File: src/rtl/rv32_mem_arbiter.sv
// rv32_mem_arbiter: merges the core's fetch and data ports onto one
// shared req/gnt/rvalid memory bus with in-order response routing.
module rv32_mem_arbiter #(
   parameter int MAX_OUTSTANDING = 2,
   parameter int STARVE_LIMIT    = 4
) (
   input  logic        clk_i,
   input  logic        rst_i,
   input  logic        instr_req_i,
   input  logic [31:0] instr_addr_i,
   output logic        instr_gnt_o,
   output logic        instr_rvalid_o,
   output logic [31:0] instr_rdata_o,
   input  logic        data_req_i,
   input  logic [31:0] data_addr_i,
   input  logic        data_we_i,
   input  logic [3:0]  data_be_i,
   input  logic [31:0] data_wdata_i,
   output logic        data_gnt_o,
   output logic        data_rvalid_o,
   output logic [31:0] data_rdata_o,
   output logic        mem_req_o,
   output logic [31:0] mem_addr_o,
   output logic        mem_we_o,
   output logic [3:0]  mem_be_o,
   output logic [31:0] mem_wdata_o,
   input  logic        mem_gnt_i,
   input  logic        mem_rvalid_i,
   input  logic [31:0] mem_rdata_i,
   output logic        resp_err_o
);

   localparam int PW = (MAX_OUTSTANDING > 1) ? $clog2(MAX_OUTSTANDING) : 1;
   localparam int CW = $clog2(MAX_OUTSTANDING + 1);

   typedef enum logic [1:0] {
      UNLOCKED,
      LOCKED_I,
      LOCKED_D
   } lock_e;

   lock_e                      lock_q, lock_d;
   logic [3:0]                 streak_q, streak_d;
   logic [MAX_OUTSTANDING-1:0] own_q, own_d;
   logic [PW-1:0]              rd_ptr_q, rd_ptr_d;
   logic [PW-1:0]              wr_ptr_q, wr_ptr_d;
   logic [CW-1:0]              cnt_q, cnt_d;
   logic                       err_q, err_d;

   logic sel_data;
   logic sel_req;
   logic fifo_full;
   logic fifo_empty;
   logic hs;
   logic pop;
   logic head;

   // Owner select: lock wins, then data priority unless fetch is starved.
   always_comb begin
      sel_data = 1'b1;
      unique case (lock_q)
         LOCKED_I: sel_data = 1'b0;
         LOCKED_D: sel_data = 1'b1;
         default:  sel_data = !(instr_req_i &&
                     (!data_req_i || streak_q == 4'(STARVE_LIMIT)));
      endcase
   end

   assign fifo_full  = (cnt_q == CW'(MAX_OUTSTANDING));
   assign fifo_empty = (cnt_q == '0);
   assign sel_req    = sel_data ? data_req_i : instr_req_i;

   assign mem_req_o   = sel_req && !fifo_full && !rst_i;
   assign mem_addr_o  = sel_data ? data_addr_i : instr_addr_i;
   assign mem_we_o    = sel_data && data_we_i;
   assign mem_be_o    = sel_data ? data_be_i : 4'hF;
   assign mem_wdata_o = sel_data ? data_wdata_i : 32'h0;

   assign hs          = mem_req_o && mem_gnt_i;
   assign instr_gnt_o = hs && !sel_data;
   assign data_gnt_o  = hs && sel_data;

   assign head           = own_q[rd_ptr_q];
   assign pop            = mem_rvalid_i && !fifo_empty && !rst_i;
   assign instr_rvalid_o = pop && !head;
   assign data_rvalid_o  = pop && head;
   assign instr_rdata_o  = mem_rdata_i;
   assign data_rdata_o   = mem_rdata_i;
   assign resp_err_o     = err_q;

   // Lock next state: hold the owner from a stalled request until its grant.
   always_comb begin
      lock_d = lock_q;
      unique case (lock_q)
         UNLOCKED: begin
            if (mem_req_o && !mem_gnt_i)
               lock_d = sel_data ? LOCKED_D : LOCKED_I;
         end
         LOCKED_I, LOCKED_D: begin
            if (hs)
               lock_d = UNLOCKED;
         end
         default: lock_d = UNLOCKED;
      endcase
   end

   // Starvation streak: counts data grants while a fetch is waiting.
   always_comb begin
      streak_d = streak_q;
      if (!instr_req_i)
         streak_d = '0;
      else if (instr_gnt_o)
         streak_d = '0;
      else if (data_gnt_o && streak_q < 4'(STARVE_LIMIT))
         streak_d = streak_q + 4'd1;
   end

   // Owner FIFO and sticky spurious-response flag.
   always_comb begin
      own_d    = own_q;
      rd_ptr_d = rd_ptr_q;
      wr_ptr_d = wr_ptr_q;
      err_d    = err_q;
      if (hs) begin
         own_d[wr_ptr_q] = sel_data;
         wr_ptr_d = (wr_ptr_q == PW'(MAX_OUTSTANDING - 1)) ?
                    '0 : wr_ptr_q + 1'b1;
      end
      if (pop)
         rd_ptr_d = (rd_ptr_q == PW'(MAX_OUTSTANDING - 1)) ?
                    '0 : rd_ptr_q + 1'b1;
      cnt_d = cnt_q + CW'(hs) - CW'(pop);
      if (mem_rvalid_i && fifo_empty)
         err_d = 1'b1;
   end

   // State registers with synchronous reset.
   always_ff @(posedge clk_i) begin
      if (rst_i) begin
         lock_q   <= UNLOCKED;
         streak_q <= '0;
         own_q    <= '0;
         rd_ptr_q <= '0;
         wr_ptr_q <= '0;
         cnt_q    <= '0;
         err_q    <= 1'b0;
      end else begin
         lock_q   <= lock_d;
         streak_q <= streak_d;
         own_q    <= own_d;
         rd_ptr_q <= rd_ptr_d;
         wr_ptr_q <= wr_ptr_d;
         cnt_q    <= cnt_d;
         err_q    <= err_d;
      end
   end

endmodule

File: config.mk
export PLATFORM = sky130hd
export DESIGN_NAME = rv32_mem_arbiter
export DESIGN_NICKNAME = d
export VERILOG_FILES = /design/src/rtl/rv32_mem_arbiter.sv
export SDC_FILE = /design/constraint.sdc
export NUM_CORES = 1
export LEC_CHECK = 0
export BUFFER_PORTS_ARGS = -buffer_cell sky130_fd_sc_hd__buf_2
export CORE_AREA = 5 5 106 108
export CTS_BUF_LIST = sky130_fd_sc_hd__clkbuf_16
export CTS_CLUSTER_SIZE = 8
export DETAILED_ROUTE_END_ITERATION = 7
export DIE_AREA = 0 0 111 113
export GPL_TIMING_DRIVEN = 1
export SYNTH_ARGS = -nofsm -noshare
export SYNTH_HDL_FRONTEND = slang
export SYNTH_SLANG_ARGS = --single-unit
File: constraint.sdc
create_clock -name clk_i -period 5.3 [get_ports clk_i]
set_input_delay 0.265 -clock clk_i [delete_from_list [all_inputs] [get_ports clk_i]]
set_output_delay 0.265 -clock clk_i [all_outputs]
set_load 0.02 [all_outputs]
After elaboration in Yosys (flattened, before gate mapping) --
Cells that the tools add are included.
Word-level totals: flip-flop bits (word level) 13, bits in latches 0, RAM bits 0, memory bits (read-only) 0, output and inout port bits 139, logic and storage cells 68, memories kept 0
Cells by class: $add $sub $neg 5, $mul 0, divide/modulo/power cells 0, order comparisons 4, equality and inequality tests 6, shift operators 0, mux-type cells 16, bitwise logic cells 1, reductions and logical operators 29
Operator list (number):
- 2-to-1 mux 32 bit | 2
- logical AND 1 bit | 15
- zero test 1 bit | 8
- 2-to-1 mux 1 bit | 6
- 2-to-1 mux 2 bit | 3
- adder 4 x 1 -> 4 bit (second input constant) | 1
- equality test 2 bit (second input constant) | 2
- equality test 4 x 3 -> 1 bit (second input constant) | 1
- zero test 2 bit | 2
- less-than comparator 1 x 2 -> 1 bit (second input constant) | 2
- less-than comparator 4 x 3 -> 1 bit (second input constant) | 1
- 2-to-1 mux 4 bit | 1
- != test 2 bit (second input constant) | 2
- one-hot mux 2 bit (2 select lines) | 1
- OR reduction 3 bit | 1
- adder 1 bit (second input constant) | 2
- adder 2 x 1 -> 2 bit | 1
- bitwise mux 2 bit | 1
- equality test 2 x 1 -> 1 bit (second input constant) | 1
- one-hot mux 1 bit (2 select lines) | 1
- AND reduction 2 bit | 1
- OR reduction 2 bit | 1
- subtractor 2 x 1 -> 2 bit | 1
- demux 1 bit (select 1 bit) | 1
- other kinds (3) | 3

Logic depth before layout (Yosys ltp) --
Gate-level depths: netlist of run 1.
depth after elaboration 11, mapped depth 12, mapped depth without buffers 10

Worst setup path before layout of run 1 --
Ideal clock, no wire load.
path type reg-to-reg, from register lock_q[0], to register cnt_q[1], arrival 2239 ps, path slack 2944 ps, cell stages (with the launch flop) 13, buffers on the path 2, cell sequence dfxtp_1 > inv_1 > ha_1 > and2b_1 > buf_6 > nor2b_4 > or3_1 > buf_6 > xnor2_1 > ha_1 > nor3b_1 > o211ai_1 > nand2_1
Between the ends: word-level cells in the longest chain between the ends 8, elaborated cells on any way between the ends 9, those cells by class add/sub: 2; eq/ne: 2; mux: 2; reduce/logical: 3
RTL lines:
- start, declared | RTL line 42 | lock_e lock_q, lock_d;
- start signal, assigned | RTL line 148 | lock_q <= lock_d;
- equality test 2 bit or equality test 2 x 1 -> 1 bit (tied branches) | RTL line 61 | unique case (lock_q)
- one-hot mux 1 bit (2 select lines) * | RTL line 61
- 2-to-1 mux 1 bit * | RTL line 71 | assign sel_req = sel_data ? data_req_i : instr_req_i;
- logical AND 1 bit * (2 in series) | RTL line 73 | assign mem_req_o = sel_req && !fifo_full && !rst_i;
- logical AND 1 bit * | RTL line 79 | assign hs = mem_req_o && mem_gnt_i;
- adder 2 x 1 -> 2 bit * | RTL line 132 | cnt_d = cnt_q + CW'(hs) - CW'(pop);
- subtractor 2 x 1 -> 2 bit * | RTL line 132
- end signal, assigned | RTL line 153 | cnt_q <= cnt_d;
- end, declared | RTL line 47 | logic [CW-1:0] cnt_q, cnt_d;
Every way passes the cells marked *; elsewhere a longest branch is shown, timed or not. A chain may end at the register's enable or synchronous reset.

Worst setup path after layout of run 1 --
from register lock_q[1], to output mem_addr_o[16]
Between the ends: word-level cells in the longest chain between the ends 3, elaborated cells on any way between the ends 4, those cells by class eq/ne: 2; mux: 2
RTL lines:
- equality test 2 bit or equality test 2 x 1 -> 1 bit (tied branches) | RTL line 61
- one-hot mux 1 bit (2 select lines) * | RTL line 61
- 2-to-1 mux 32 bit * | RTL line 74 | assign mem_addr_o = sel_data ? data_addr_i : instr_addr_i;
- end, declared | RTL line 23 | output logic [31:0] mem_addr_o,
Marks and branches as above.

==> reports/metrics.yaml, run 1 <==
synth-seq-area-share: 0.136
yosys_warnings: 0
core_region_area_um2: 10100
antennaDiodeCount: 0
powerDensity_nw_per_um2: 621
power.switching_fraction: 0.541
final_period_minus_worst_setup_slack_ns: 3.23
power.share.combinational: 0.820
hpwlAfterDp_um: 7070
hold_path_class: "input pin to register"
synth.largest_area_cell: "buf_4"
net_switching_w: 0.000851
report.final.setup_viol: 0
post_cts.repair.setup_buffers: 0
layout-drive-gt1-share: 0.660
synth_commonest_cells: "64 x buf_4, 34 x and2_1, 31 x mux2_2"
worst_path_required_time_ns: 5.04
ys.flop_type: "dfxtp_1"
all_layer_global_routing_usage: 0.117
setup-tns-final_ns: 0
cts.path.max_buffers: 2
clkSlewWorstSetupHoldPaths_ns: 0.05
ys_types: 41
ant_nets: 0
beginning_of_the_worst_hold_path: "mem_rvalid_i"
cts_sinks: 13
cp_top_family: "simple AND/OR/NAND/NOR gates"
final.setup.worst_slack_ns: 2.07
cap_viol_max_count: 0
max_slew_margin: 0.570
detail_route.vias_per_cell: 4.04
post_synth_instance_area_um2: 1910
initial_utilization: 0.188
period_share: 0.610
final_cell_area_um2: 2530
ctsResizeCount: 0
postRouteWirelength_um: 7910
synth_most_common_cell: "buf_4"
seq_power_share: 0.086
cp_cell_sequence: "inv_1, ha_1, and2b_1, a21boi_2, nor2_4, buf_4, mux2_2, buf_2"
dpl_worst_slack_ns: 2.28
detailed_route_via_count: 1925
finalNetCount: 486
wire_length_of_the_first_global_routing_pass_um: 11600
max-vdd-ir-drop_v: 0.000333
cts_buffers: 3
yosysTopAreaCellShare: 0.252
synth_area_leaders: "buf_4 25%, mux2_2 18%, dfxtp_1 14%"
synth_fp_nets: 374
unrepaired_setup_endpoints_after_global_routing: "false"
maximum_number_of_pins_on_one_net_before_global_route_repair: 41
finalHoldViolations: 0
total_global_routing_overflow: 0
intPower_w: 0.000722
worst_slew_pin_slew_ns: 0.644
critPathMaxStageDelay_ns: 0.51
first_global_vias: 2137
ioPinCount: 278
post_dp_cell_area_um2: 2450
initial_antenna_violation_count: 0
synth_seq_cells: 13
drc: 0
worst-endpoint-arrival_ns: 2.97
final-max-slew-violation-count: 0
num-fill-cells: 1139
synth_edf_count: 0
syn_to_final_growth_pct: 32.8
gp_congestion: 0.811
postLayoutCoreUtil: 0.250
p_leak_nw: 1.28
maximum_achievable_frequency_ghz: 0.309
detail_route.first_pass.iterations: 4
clock_insertion_delay_worst_skew_ns: 0.25
worstReg2RegStart: "lock_q[1]"
clkPwrFrac: 0.094
synthesis.instances: 230
initial_drc_count: 35
asyncSetResetFlopFracSynth: 0
height_of_the_die_um: 113
tritoncts: "yes"
crit_buf_inv: 3
postCtsHoldBufs: 0
critPathKind: "register to output pin"
critical_path.startpoint: "lock_q[1]"
design.die.area_um2: 12500
finish.cell_count_without_fillers: 477
die_width_um: 111
crit_fanout: 40
wl_per_cell_um: 16.6
postSynthAreaPerCell_um2: 8.29
cp-end-kind: "output pin"
outcome: "completed"
crit_slowest_cell: "nor2_4"
io_buffer_count: 181
cts.root.buffer_cell: "clkbuf_16"
dp_cells: 473
total_number_of_h_tree_levels: 1
rows: 37
timing.clock.skew_ns: 0.00146
crit_path_launch_type: "register"
==> sequential cells by signal, summed over array words and instances, names as in the netlist <==
name	flops
rd_ptr_q	1
resp_err_o	1
own_q	2
cnt_q	2
wr_ptr_q	1
streak_q	4
lock_q	2
==> power groups by stage <==
| stage | Clock [W] | Sequential [W] | Combinational (W) |
|---|---|---|---|
| final | 0.000148 | 0.000135 | 0.00129 |
| after floorplan | 0 | 0.000135 | 0.000983 |
| after detailed placement | 0 | 0.000137 | 0.00131 |
| after global routing | 0.000156 | 0.000139 | 0.00139 |
| after CTS | 0.000148 | 0.000136 | 0.00131 |
| after global placement | 0 | 0.000136 | 0.00128 |
==> final timing paths <==
check / slack (ns) / depth (start not counted) / endpoint
min reg2reg: 0.46 / 2 / resp_err_o
max reg2reg: 2.55 / 10 / cnt_q[1]
max: 2.07 / 8 / mem_addr_o[16]
min: 0.30 / 3 / resp_err_o
==> per-layer routing <==
layer	global-route usage	share of wire	vias up
li1	-	-	930
met1	0.131	0.39	846
met2	0.205	0.47	129
met3	0.0449	0.11	20
met4	0.0369	0.024	0
met5	0	0	-
==> stage by stage <==
stage	hold WS (ns)	power (W)
global route	0.350	0.00169
global placement	0.451	0.00142
floorplan	0.406	0.00112
detailed placement	0.452	0.00145
finish	0.304	0.00157
CTS	0.304	0.00160
==> final cells by class <==
class | instances | area, µm² | share of cell area
timing repair buffer | 182 | 913 | 0.361
clock inverter | 1 | 5.00 | 0.00198
multi-input combinational | 137 | 1090 | 0.430
tap | 136 | 170 | 0.0672
inverter | 5 | 18.8 | 0.00741
clock buffer | 3 | 75.1 | 0.0296
sequential | 13 | 260 | 0.103
==> kinds of logic (layout without fill, tap and decap cells) <==
group	Yosys count	count (layout)	synth area share
adder cells (fa/ha/maj)	5	5	0.0328
multiplexers	32	32	0.189
AND/OR/NAND/NOR	76	76	0.245
buffers and inverters	80	191	0.295
XOR/XNOR	3	3	0.0138
flip-flops	13	13	0.136
AO/OA/AOI/OAI	21	21	0.0886
==> worst min-delay path, delay by kind of cell <==
family,cells,cell delay [ns]
AO/OA/AOI/OAI,1,0.06
AND/OR/NAND/NOR,1,0.07
buffers and inverters,1,0.12
==> cells in the final DEF (no fill, tap or decap), types with 4 or more instances in the layout <==
cell | Yosys | layout
dfxtp_1 | 13 | 13
nor2_1 | 10 | 10
mux2_2 | 31 | 31
inv_1 | 5 | 5
nor2b_1 | 4 | 4
o21ai_0 | 5 | 5
buf_2 | 5 | 181
or3_1 | 5 | 5
ha_1 | 5 | 5
and2_1 | 34 | 34
nor3b_1 | 4 | 4
Power figures use the tool's default switching activity.
==> inputs of run 2 (changes only) <==
Settings changed: CORE_AREA 5 5 106 108 to 5 5 105 107, DIE_AREA 0 0 111 113 to 0 0 110 112.
Clock period 5.3 ns to 2.97 ns, I/O delays scaled along.
==> run 2 against run 1 <==
Effect of this change: clock power increased by 66%; critical path depth unchanged; clock skew is 0.0012 ns higher; sequential cell count unchanged; die area shrank 1.8%; critical endpoint is now mem_addr_o[31].
==> reports/metrics.yaml, run 2 (synthesis gave the netlist of run 1 again) <==
gp_congestion: 0.830
final.setup.worst_slack_ns: 0.448
cp-end-kind: "output pin"
tritoncts: "yes"
critPathKind: "register to output pin"
num-fill-cells: 1117
setup-tns-final_ns: 0
first_global_vias: 2064
postLayoutCoreUtil: 0.254
post_cts.repair.setup_buffers: 0
postCtsHoldBufs: 0
cts_buffers: 3
max_slew_margin: 0.631
cp_cell_sequence: "inv_1, ha_1, and2b_1, a21boi_2, nor2_4, buf_12, mux2_2, buf_2"
report.final.setup_viol: 0
timing.reg2reg.setup_slack_ns: 0.50
cts.path.max_buffers: 2
dp_cells: 474
maximum_number_of_pins_on_one_net_before_global_route_repair: 73
crit_slowest_cell: "mux2_2"
final_common_cell: "buf_2"
all_layer_global_routing_usage: 0.106
beginning_of_the_worst_hold_path: "mem_rvalid_i"
p_leak_nw: 1.30
max-vdd-ir-drop_v: 0.000501
cap_viol_max_count: 0
worst_path_required_time_ns: 2.82
critical_path.startpoint: "lock_q[1]"
critPathMaxStageDelay_ns: 0.39
finalNetCount: 487
initial_drc_count: 53
clkSlewWorstSetupHoldPaths_ns: 0.04
regMostFlops: "streak_q"
period_share: 0.849
core_region_area_um2: 10000
postRouteWirelength_um: 7020
worstReg2RegStart: "lock_q[1]"
worst_slew_pin_slew_ns: 0.550
clock_insertion_delay_worst_skew_ns: 0.24
drc: 0
design.die.area_um2: 12300
detail_route.first_pass.iterations: 4
detail_route.vias_per_cell: 4.06
crit_fanout: 72
ctsResizeCount: 0
worst_hold_slack_ns: 0.194
layout-drive-gt1-share: 0.658
finish.cell_count_without_fillers: 479
powerDensity_nw_per_um2: 1090
total_number_of_h_tree_levels: 1
dpl_worst_slack_ns: 0.520
cts.root.buffer_cell: "clkbuf_16"
largest_register_ff_count: 4
mostFrequentLayoutCells: "181 x buf_2, 34 x and2_1, 31 x mux2_2"
wl_per_cell_um: 14.7
crit_path_launch_type: "register"
rows: 37
initial_antenna_violation_count: 4
ioPinCount: 278
cts_sinks: 13
crit_buf_inv: 3
hold_path_class: "input pin to register"
syn_to_final_growth_pct: 33.9
die_width_um: 110
maximum_achievable_frequency_ghz: 0.396
total_global_routing_overflow: 0
hpwlAfterDp_um: 6190
final-max-slew-violation-count: 0
initial_utilization: 0.190
timing.clock.skew_ns: 0.00269
io_buffer_count: 181
final_period_minus_worst_setup_slack_ns: 2.52
wire_length_of_the_first_global_routing_pass_um: 10600
unrepaired_setup_endpoints_after_global_routing: "false"
finalHoldViolations: 0
detailed_route_via_count: 1946
worst-endpoint-arrival_ns: 2.37
outcome: "completed"
cp_top_family: "buffers and inverters"
ant_nets: 0
height_of_the_die_um: 112
[run 2: cell count changes in the layout (fill, tap and decap cells not counted), sizes merged]
cell,change
clkinv,-1
inv,+1
buf,+1
diode,+1
[run 2: worst reg2reg max path: stages, from the launching register on]
cell and delay, ns:
dfxtp_1 0.32, inv_1 0.05, ha_1 0.31, and2b_1 0.37, o311ai_4 0.16, or3_1 0.36
xnor2_1 0.15, ha_1 0.22, nor3b_1 0.15, o211ai_1 0.20, nand2_1 0.07
[run 2: through the flow]
| stage | power [W] | instance area, µm² |
|---|---|---|
| after global placement | 0.00255 | 2470 |
| after detailed placement | 0.00259 | 2470 |
| final | 0.00280 | 2550 |
| after CTS | 0.00285 | 2550 |
| after floorplan | 0.00200 | 1910 |
| after global routing | 0.00299 | 2550 |
[run 2: path summary, 6_finish.rpt]
check	endpoint	cells after the start
min	resp_err_o	3
max	mem_addr_o[31]	8
max reg2reg	cnt_q[1]	10
min reg2reg	resp_err_o	2
[run 2: area by class of cell]
class | count | area [µm²] | share of cell area
multi-input cells | 137 | 1090 | 0.427
repair buffers | 183 | 933 | 0.366
flip-flops and latches | 13 | 260 | 0.102
well taps | 136 | 170 | 0.0666
clock buffers | 3 | 75.1 | 0.0294
inverters | 5 | 18.8 | 0.00735
clock inverters | 1 | 3.75 | 0.00147
diodes | 1 | 2.50 | 0.000980
[run 2: metal layers]
metal / GRT usage / up-vias / wire [µm] / share of wire
li1: - / 937 / - / -
met1: 0.118 / 868 / 2600 / 0.37
met2: 0.182 / 125 / 3460 / 0.49
met3: 0.0574 / 10 / 890 / 0.13
met4: 0.00914 / 6 / 34 / 0.0048
met5: 0 / - / 34 / 0.0048
[run 2: power breakdown]
group          total (W)  internal (W)  switching [W]  leakage, nW
Sequential      0.000240      0.000214      0.0000264        0.106
Clock           0.000246      0.000177      0.0000692       0.0423
Combinational    0.00231      0.000929        0.00138         1.15
Total            0.00280       0.00132        0.00148         1.30
==> inputs of run 3 (changes only) <==
Settings changed: CORE_AREA 5 5 105 107 to 5 5 106 108, DIE_AREA 0 0 110 112 to 0 0 111 113.
Clock period 2.97 ns to 2.6 ns, I/O delays scaled along.
==> run 3 against run 2 <==
Effect of this change: largest cell class unchanged; critical endpoint is now mem_addr_o[5]; register-to-register slack got worse by 0.29 ns; critical path type unchanged; wire length is 11% higher; clock-buffer cell count stayed put; worst setup slack got worse by 0.27 ns; core utilization is 0.089 points higher.
==> reports/metrics.yaml, run 3 (synthesis gave the netlist of run 1 again) <==
outcome: "completed"
drc: 0
design.die.area_um2: 12500
layout-drive-gt1-share: 0.664
mostFrequentLayoutCells: "181 x buf_2, 34 x and2_1, 31 x mux2_2"
cp-end-kind: "output pin"
clock_insertion_delay_worst_skew_ns: 0.25
postRouteWirelength_um: 7810
cp_cell_sequence: "inv_1, ha_1, and2b_1, buf_4, nor2_4, buf_6, mux2_2, buf_2"
cp_top_family: "buffers and inverters"
met1_usage: 0.127
powerDensity_nw_per_um2: 1300
finalHoldViolations: 0
final_cell_area_um2: 2590
detailed_route_via_count: 1931
worst_hold_slack_ns: 0.172
total_global_routing_overflow: 0
wl_per_cell_um: 16.2
gp_congestion: 0.786
antennaDiodeCount: 0
grt_busiest_layer: "met2"
ioPinCount: 278
final_common_cell: "buf_2"
regMostFlops: "streak_q"
largest_register_ff_count: 4
num-fill-cells: 1135
unrepaired_setup_endpoints_after_global_routing: "false"
crit_path_launch_type: "register"
critPathKind: "register to output pin"
detail_route.vias_per_cell: 4.01
final_period_minus_worst_setup_slack_ns: 2.42
cts_sinks: 13
multi_input_area_um2: 1100
wire_length_of_the_first_global_routing_pass_um: 11300
timing.reg2reg.setup_slack_ns: 0.21
hold_path_class: "input pin to register"
timing.clock.skew_ns: 0.00160
cts.path.max_buffers: 2
max-vdd-ir-drop_v: 0.000574
initial_antenna_violation_count: 0
report.final.setup_viol: 0
critPathMaxStageDelay_ns: 0.37
height_of_the_die_um: 113
cap_viol_max_count: 0
total_number_of_h_tree_levels: 1
met3_track_demand_over_resource_in_global_routing: 0.0519
postLayoutCoreUtil: 0.255
io_buffer_count: 181
grt.met2_usage: 0.199
crit_slowest_cell: "mux2_2"
worst_slew_pin_slew_ns: 0.532
initial_utilization: 0.188
clkSlewWorstSetupHoldPaths_ns: 0.05
cts.root.buffer_cell: "clkbuf_16"
max_slew_margin: 0.643
crit_fanout: 30
post_dp_cell_area_um2: 2490
ant_nets: 0
cts_buffers: 3
p_leak_nw: 1.31
finalNetCount: 490
first_global_vias: 2043
die_width_um: 111
final-max-slew-violation-count: 0
rows: 37
setup-tns-final_ns: 0
period_share: 0.932
core_region_area_um2: 10100
tritoncts: "yes"
syn_to_final_growth_pct: 35.6
detail_route.first_pass.iterations: 4
fin_total_pwr_w: 0.00336
worst-endpoint-arrival_ns: 2.29
initial_drc_count: 57
maximum_achievable_frequency_ghz: 0.413
all_layer_global_routing_usage: 0.115
maximum_number_of_pins_on_one_net_before_global_route_repair: 38
hpwlAfterDp_um: 6950
post_cts.repair.setup_buffers: 0
crit_buf_inv: 4
worst_path_required_time_ns: 2.47
seqCellArea_um2: 260
-- run 3: through the flow --
step,worst slack [ns],instances
after floorplan,0.244,230
after global placement,0.323,477
after detailed placement,0.252,477
after CTS,0.0626,481
after global routing,0.0643,481
final,0.177,481
-- run 3: layout make-up --
type | instances | area share
multi-input combinational | 137 | 0.424
clock inverter | 1 | 0.00194
sequential | 13 | 0.101
timing repair buffer | 186 | 0.371
tap | 136 | 0.0658
clock buffer | 3 | 0.0290
inverter | 5 | 0.00726
-- run 3: where the power goes --
group          internal (W)  switching, W
Clock              0.000205     0.0000916
Sequential         0.000244     0.0000314
Combinational       0.00112       0.00166
-- run 3: path summary, 6_finish.rpt --
check | start | endpoint | cells after the start
worst max-delay path | lock_q[0] | mem_addr_o[5] | 8
worst min-delay path | mem_rvalid_i | resp_err_o | 3
worst max register to register | lock_q[0] | cnt_q[1] | 10
worst min register to register | resp_err_o | resp_err_o | 2
-- run 3: worst min-delay path, cell delays in order --
cell and delay [ns]:
buf_2 0.12, a21oi_1 0.07, nor2_1 0.07
-- run 3: repair_timing --
item	4_1_cts	5_1_grt
hold buffers	0	0
gates resized for setup	0	2
endpoints found under the setup margin	0	11
-- run 3: routing by layer --
| layer | wire (µm) | vias to the layer above |
|---|---|---|
| met5 | 0 | - |
| met2 | 3740 | 122 |
| li1 | - | 940 |
| met3 | 921 | 14 |
| met1 | 3010 | 855 |
| met4 | 142 | 0 |
